[src/rtl/fetch_queue.sv]
// Instruction fetch front end: issues sequential fetch requests, collects in-order responses
// into a small FIFO for decode, and flushes on redirect by dropping stale responses.
module fetch_queue #(
    parameter int unsigned      WIDTH    = 32,
    parameter int unsigned      DEPTH    = 4,
    parameter logic [WIDTH-1:0] RESET_PC = 32'hBFC00000
) (
    input  logic             clk,
    input  logic             rst,
    output logic             inst_req,
    output logic [WIDTH-1:0] inst_addr,
    input  logic             inst_addr_ok,
    input  logic             inst_data_ok,
    input  logic [WIDTH-1:0] inst_rdata,
    input  logic             redirect_valid,
    input  logic [WIDTH-1:0] redirect_pc,
    input  logic             deq_ready,
    output logic             deq_valid,
    output logic [WIDTH-1:0] deq_instr,
    output logic [WIDTH-1:0] deq_pc,
    output logic [WIDTH-1:0] deq_pcplus4
);

    localparam int unsigned CW = $clog2(DEPTH) + 1;
    localparam int unsigned PW = $clog2(DEPTH);

    logic [WIDTH-1:0] fetch_pc_q, fetch_pc_d;
    logic [WIDTH-1:0] ret_pc_q, ret_pc_d;
    logic [CW-1:0]    count_q, count_d;
    logic [CW-1:0]    inflight_q, inflight_d;
    logic [CW-1:0]    discard_q, discard_d;
    logic [PW-1:0]    wr_ptr_q, wr_ptr_d;
    logic [PW-1:0]    rd_ptr_q, rd_ptr_d;
    logic [WIDTH-1:0] instr_q [DEPTH];
    logic [WIDTH-1:0] pc_q [DEPTH];

    logic [CW-1:0] occupancy;
    logic          req_fire;
    logic          deq_fire;
    logic          wr_en;

    // Reserving a slot per outstanding request guarantees every response has room.
    always_comb begin
        occupancy   = count_q + inflight_q;
        inst_req    = !rst && (occupancy < CW'(DEPTH));
        inst_addr   = fetch_pc_q;
        req_fire    = inst_req && inst_addr_ok;
        deq_valid   = !rst && (count_q != '0);
        deq_fire    = deq_valid && deq_ready;
        deq_instr   = instr_q[rd_ptr_q];
        deq_pc      = pc_q[rd_ptr_q];
        deq_pcplus4 = pc_q[rd_ptr_q] + WIDTH'(4);
    end

    always_comb begin
        fetch_pc_d = fetch_pc_q;
        ret_pc_d   = ret_pc_q;
        count_d    = count_q;
        inflight_d = inflight_q + CW'(req_fire) - CW'(inst_data_ok);
        discard_d  = discard_q;
        wr_ptr_d   = wr_ptr_q;
        rd_ptr_d   = rd_ptr_q;
        wr_en      = 1'b0;

        if (redirect_valid) begin
            // Everything still outstanding after this cycle belongs to the old path.
            fetch_pc_d = redirect_pc;
            ret_pc_d   = redirect_pc;
            count_d    = '0;
            wr_ptr_d   = '0;
            rd_ptr_d   = '0;
            discard_d  = inflight_d;
        end else begin
            if (req_fire) begin
                fetch_pc_d = fetch_pc_q + WIDTH'(4);
            end
            if (inst_data_ok) begin
                if (discard_q != '0) begin
                    discard_d = discard_q - CW'(1);
                end else begin
                    wr_en    = 1'b1;
                    ret_pc_d = ret_pc_q + WIDTH'(4);
                    wr_ptr_d = wr_ptr_q + PW'(1);
                end
            end
            if (deq_fire) begin
                rd_ptr_d = rd_ptr_q + PW'(1);
            end
            count_d = count_q + CW'(wr_en) - CW'(deq_fire);
        end
    end

    always_ff @(posedge clk) begin
        if (rst) begin
            fetch_pc_q <= RESET_PC;
            ret_pc_q   <= RESET_PC;
            count_q    <= '0;
            inflight_q <= '0;
            discard_q  <= '0;
            wr_ptr_q   <= '0;
            rd_ptr_q   <= '0;
            for (int i = 0; i < DEPTH; i++) begin
                instr_q[i] <= '0;
                pc_q[i]    <= '0;
            end
        end else begin
            fetch_pc_q <= fetch_pc_d;
            ret_pc_q   <= ret_pc_d;
            count_q    <= count_d;
            inflight_q <= inflight_d;
            discard_q  <= discard_d;
            wr_ptr_q   <= wr_ptr_d;
            rd_ptr_q   <= rd_ptr_d;
            if (wr_en) begin
                instr_q[wr_ptr_q] <= inst_rdata;
                pc_q[wr_ptr_q]    <= ret_pc_q;
            end
        end
    end

endmodule
[config.mk]
export PLATFORM = sky130hd
export DESIGN_NAME = fetch_queue
export DESIGN_NICKNAME = d
export VERILOG_FILES = /design/src/rtl/fetch_queue.sv
export SDC_FILE = /design/constraint.sdc
export NUM_CORES = 1
export LEC_CHECK = 0
export ABC_AREA = 1
export CAP_MARGIN = 20
export CORE_MARGIN = 4
export CORE_UTILIZATION = 61
export DETAILED_ROUTE_END_ITERATION = 10
export MAX_ROUTING_LAYER = met4
export PLACE_DENSITY = 0.83
export SKIP_LAST_GASP = 1
export SYNTH_ARGS = -nofsm -noshare
export SYNTH_HDL_FRONTEND = slang
export SYNTH_SLANG_ARGS = --single-unit
[constraint.sdc]
create_clock -name clk -period 15.3 [get_ports clk]
set_input_delay 3.06 -clock clk [delete_from_list [all_inputs] [get_ports clk]]
set_output_delay 3.06 -clock clk [all_outputs]
set_load 0.03 [all_outputs]
[Yosys cells after proc, flatten, opt, wreduce, memory -nomap -nowiden]
Memory sizes are Yosys's and may differ from the RTL's. A register that Yosys moved wholly into a read port is not among the register bits.
Index checks and enable logic that the tools add are counted.
Storage, ports and cells
  flip-flop bits (word level): 77
  latch bits: 0
  RAM bits: 256
  memory bits (read-only): 0
  input bits: 70
  output and inout port bits: 130
  logic and storage cells: 66
  memories: 2
Memory list
  instr_q: depth 4, width 32, rd ports 1, clocked after memory_dff 1, wr ports 4, RTL line 34  | logic [WIDTH-1:0] instr_q [DEPTH];
  pc_q: depth 4, width 32, rd ports 1, clocked after memory_dff 1, wr ports 4, RTL line 35  | logic [WIDTH-1:0] pc_q [DEPTH];
Cells by class
  add/subtract/negate cells: 11
  multiply operators: 0
  div/mod/pow operators: 0
  order comparisons: 1
  eq/ne operators: 1
  shift operators: 0
  multiplexer cells: 27
  bitwise operators: 1
  reduce and logical (&&, ||, !) cells: 16
Operators with widths (number)
  32-bit two-way mux: 7
  32-bit by 3-bit adder with 32-bit output, second input constant: 3
  32-bit OR reduction: 2
  2-bit two-way mux: 6
  1-bit two-way mux: 11
  3-bit two-way mux: 3
  3-bit by 1-bit adder with 3-bit output: 2
  2-bit AND reduction: 3
  2-bit nonzero test: 3
  3-bit nonzero test: 2
  3-bit by 1-bit subtractor with 3-bit output: 2
  2-bit by 1-bit adder with 2-bit output, second input constant: 2
  1-bit logical AND: 4
  3-bit adder: 1
  3-bit less-than comparator, second input constant: 1
  3-bit by 1-bit subtractor with 3-bit output, second input constant: 1
  2-bit != test, second input constant: 1
  2-bit OR reduction: 1
  1-bit logical NOT: 1
  1-bit NOT: 1

[Longest topological paths before layout]
  word-level depth: 10
  gate-level depth with buffers: 15
  mapped depth without buffers: 13

[Least setup slack after synthesis]
OpenSTA, ideal clock, no wires.
  path kind: input to register
  from: in inst_data_ok
  to: mem instr_q[3][0], enable pin
  library setup time: 0.581 ns
  arrival time: 8.278 ns
  data required time: 14.719 ns
  path slack: 6.441 ns
  stages on the path: 4
  buffers on the path: 0
  cells stage by stage: nand2_1 nor2_2 inv_1 o31ai_1
RTL lines
  start: declaration: RTL line 13  | input logic inst_data_ok,
  end: declaration: RTL line 34

[Worst setup path in the final report]
  from: in rst
  to: out inst_req
Between the ends
  cells in the longest elaborated chain, start to end: 2
Ends and longest elaborated chain
  start: declaration: RTL line 9  | input logic rst,
  1-bit logical NOT: RTL line 45  | inst_req = !rst && (occupancy < CW'(DEPTH));
  1-bit logical AND: RTL line 45
  end: declaration: RTL line 10  | output logic inst_req,
No other way between the ends.

==> metrics.md <==
| Metric | Value |
|---|---|
| Min Hold Slack | `around 470 ps` |
| Initial antenna violation count | `0` |
| Cell depth of the worst flop-to-flop path | `13` |
| Area delta synth->final | `18.81%` |
| Initial core utilization | `62.42%` |
| Routed wire length | `approximately 48000 um` |
| Register bit total from synthesis | `about 340` |
| Peak per-stage delay on the critical path | `between 500 and 600 ps` |
| Worst-margin pin slew | `1118 ps` |
| Share of the yosys chip area belonging to registers | `52.87%` |
| Cell area after layout | `between 20000 and 25000 sq um` |
| Die Ht | `~180 um` |
| Fraction of the mapped netlist area in compound gates | `between 6 and 7%` |
| Final Slew Violations | `0` |
| Standard cell core area | `28090 sq um` |
| CTS root buf | `sky130_fd_sc_hd__clkbuf_16` |
| Tightest Hold Check Type | `reg -> reg` |
| Clock latency on the worst-skew pair | `between 500 and 600 ps` |
| Max-Slew Margin vs Limit | `between 20% and 30%` |
| Net Count, Synth | `2306` |
| Commonest cells after routing, fill and taps aside | `569 x sky130_fd_sc_hd__nand2_1, 468 x sky130_fd_sc_hd__nor2_1, 259 x sky130_fd_sc_hd__inv_1` |
| Total power after layout | `approximately 2.3 mW` |
| Remaining antenna violation count | `0` |
| Total gr overflow | `0` |
| Tot GR Track Use | `30.79%` |
| Most common cell after layout, fill and taps aside | `sky130_fd_sc_hd__nand2_1` |
| Synthesized instance count | `roughly 2200` |
| Router iterations before antenna repair | `8` |
| Post-route DRC violation count | `0` |
| HPWL Detailed | `30520 um` |
| Status | `finished, final reports clean` |
| XOR/XNOR Fraction of Synth Area | `about 1.9%` |
| Simple-gate portion of the synthesized area | `roughly 29%` |
| Final-stage net count | `2459` |
| Power density over cell area | `between 100 and 150 nW/um^2` |
| Most common cell type on the critical path | `sky130_fd_sc_hd__inv_1` |
| Die span in x | `approximately 180 um` |
| Postcts setup bufs | `0` |
| Number of vias per cell after detailed routing | `5.605` |
| Final routed wire length divided by cell count | `approximately 17 um` |
| First-pass GRT wire length | `between 70000 and 80000 um` |
| WHS Path Cells | `2` |
| Dpl ws | `7281 ps` |
| Crit-path slowest cell | `sky130_fd_sc_hd__clkdlybuf4s50_1` |
| Placer's final routability congestion estimate | `approximately 0.95` |
| Maximum number of buffers from clock root to sink | `3` |
| Critical path peak fanout | `50` |
| Post-synthesis cell area | `around 18000 sq um` |
| Arrival time of data at the critical path endpoint | `4980 ps` |
| Fin crit share | `52.56%` |
| Avg Inst Size Synth | `7.884 sq um` |
| Yosys cell types | `36` |
| Initial drt markers | `around 1700` |
| Post-CTS sizing | `0` |
| Final worst clock skew | `~18 ps` |
| Number of maximum-capacitance constraint violations | `0` |
| Dpl cell area | `19660 sq um` |
| Number of global-route vias before repair | `15361` |
| Worst endpoint required time | `around 12000 ps` |
| CTS hold repair buffers | `0` |
| P_leak | `just over 8 nW` |
| # port buffers | `199` |
| Die footprint | `31520 sq um` |
| RSZ-0062 raised after global routing | `no` |
| Largest net degree at the start of global routing | `between 100 and 150` |
| Detailed-route via count | `15598` |
| Startpoint class of the critical path | `primary input` |
| Final TNS setup | `0 ps` |
| Layout fillers | `approximately 2100` |
| Area share of fa/ha/maj cells after synthesis | `less than 1%` |
| Series of cell instances along the critical path | `buf_2 -> buf_4 -> inv_1 -> nand3_1 -> inv_1 -> clkdlybuf4s50_1` |
| H-Tree Depth | `2` |
| Layout cells sized above 1 | `roughly 4.4%` |
| Site Rows | `61` |
| Largest family of logic cells by synthesized area | `simple AND/OR/NAND/NOR gates` |
| Category of the worst setup path capture point | `primary output` |
| Finish-stage setup viols | `0` |
| IO Pins | `200` |
| Cts bufs inserted | `36` |
| Crit Path Category | `in -> out` |
| Shortest clock period the worst path allows after layout | `8042 ps` |
| Worst-path clk slew | `about 60 ps` |
| Yosys warning count | `0` |
| Maximum clock frequency | `~120 MHz` |
| Maximum VDD drop | `~0.00010 V` |
| Mux contribution to synthesized area | `0%` |
| # clock sinks | `335` |
| Count of final hold-check violations | `0` |
| Worst path setup slack after routing | `~7300 ps` |
| Final antenna diode count | `0` |
| CTS tree | `built` |
worst max-delay path, delay by kind of cell:
kind / cells / cell delay (ps)
buffers and inverters: 5 / 1680
and+or+nand+nor: 1 / 240
layer usage:
layer  up-vias  global-route usage, %  share of wire [%]
li1       7448                      -                  -
met1      7157                  40.13                 40
met2       889                  51.12                 48
met3       104                  3.728                9.1
met4         0                  9.378                2.5
met5         -                      -                  0
state kept, by name, indices dropped and copies added, names as in the netlist, named ones only:
signal	count
wr_ptr_q	2
inst_addr	32
ret_pc_q	32
rd_ptr_q	2
instr_q	128
count_q	3
inflight_q	3
pc_q	128
discard_q	3
power breakdown:
part           total [mW]  switching [mW]  internal (mW)  leakage (nW)
Combinational       0.368           0.248          0.120          4.45
Sequential           1.07          0.0312           1.04          3.30
Clock               0.852           0.362          0.491         0.562
Total                2.29           0.640           1.65          8.31
stage by stage:
step	cells	util, %
after CTS	2782	74.11
after global placement	2716	69.98
after detailed placement	2716	69.98
after global routing	2783	74.17
final	2783	74.17
after floorplan	2224	-
cells by family (layout without fill, tap and decap cells):
| kind of cell | Yosys count | in the layout |
|---|---|---|
| xor gates and xnor gates | 38 | 38 |
| adders and majority gates | 12 | 12 |
| DFF | 335 | 335 |
| AOI/OAI and AO/OA | 223 | 223 |
| buffers and inverters | 365 | 546 |
| and+or+nand+nor | 1251 | 1251 |
path summary, 6_finish.rpt:
path              slack, ps      endpoint          from
setup / recovery       7260      inst_req           rst
hold / removal          470  inst_addr[1]  inst_addr[1]
setup reg to reg      11800  discard_q[2]    count_q[1]
hold reg to reg         470  inst_addr[1]  inst_addr[1]
synth_stat cells:
cell                        instances  share of area (%)
sky130_fd_sc_hd__o31ai_1            1              0.043
sky130_fd_sc_hd__buf_6              8               0.51
sky130_fd_sc_hd__nand2_1          570                 12
sky130_fd_sc_hd__xor2_1            36                1.8
sky130_fd_sc_hd__a31oi_1            8               0.29
sky130_fd_sc_hd__o211ai_1           3               0.13
sky130_fd_sc_hd__nor3_1            20               0.57
sky130_fd_sc_hd__o21ai_0          115                3.3
sky130_fd_sc_hd__buf_4              8               0.34
sky130_fd_sc_hd__fa_1               2               0.23
sky130_fd_sc_hd__o22ai_1           36                1.3
sky130_fd_sc_hd__o2111ai_1          2               0.10
sky130_fd_sc_hd__nor2_4             4               0.26
sky130_fd_sc_hd__o21bai_1           6               0.26
sky130_fd_sc_hd__nand2_2            6               0.21
sky130_fd_sc_hd__ha_1              10               0.71
sky130_fd_sc_hd__nor2_1           468                 10
sky130_fd_sc_hd__inv_1            262                5.6
sky130_fd_sc_hd__nand3b_1           4               0.17
sky130_fd_sc_hd__a21o_1             1              0.043
sky130_fd_sc_hd__a21oi_1           49                1.4
sky130_fd_sc_hd__buf_1             11               0.24
sky130_fd_sc_hd__nand4_1           23               0.82
sky130_fd_sc_hd__a32oi_1            1              0.050
sky130_fd_sc_hd__edfxtp_1         256                 44
sky130_fd_sc_hd__nor3_2             1              0.057
sky130_fd_sc_hd__nand3_1          142                4.1
sky130_fd_sc_hd__inv_2              3              0.064
sky130_fd_sc_hd__nor2_2            12               0.43
sky130_fd_sc_hd__dfxtp_1           79                9.0
sky130_fd_sc_hd__xnor2_1            2               0.10
sky130_fd_sc_hd__buf_2             23               0.66
sky130_fd_sc_hd__o311ai_0           1              0.050
sky130_fd_sc_hd__nand3_2            1              0.057
sky130_fd_sc_hd__inv_6              1              0.050
sky130_fd_sc_hd__clkbuf_1          49                1.0
final cells by class:
cell class / count / area (sq um) / area share (%)
clock inverters: 20 / 190.2 / 0.9130
inverters: 266 / 1003 / 4.817
well taps: 378 / 473.0 / 2.270
multi-input cells: 1524 / 6814 / 32.71
clock buffers: 46 / 969.7 / 4.655
flip-flops and latches: 335 / 9274 / 44.52
repair buffers: 214 / 2107 / 10.11
No activity file was read; power rests on OpenSTA's default activity.
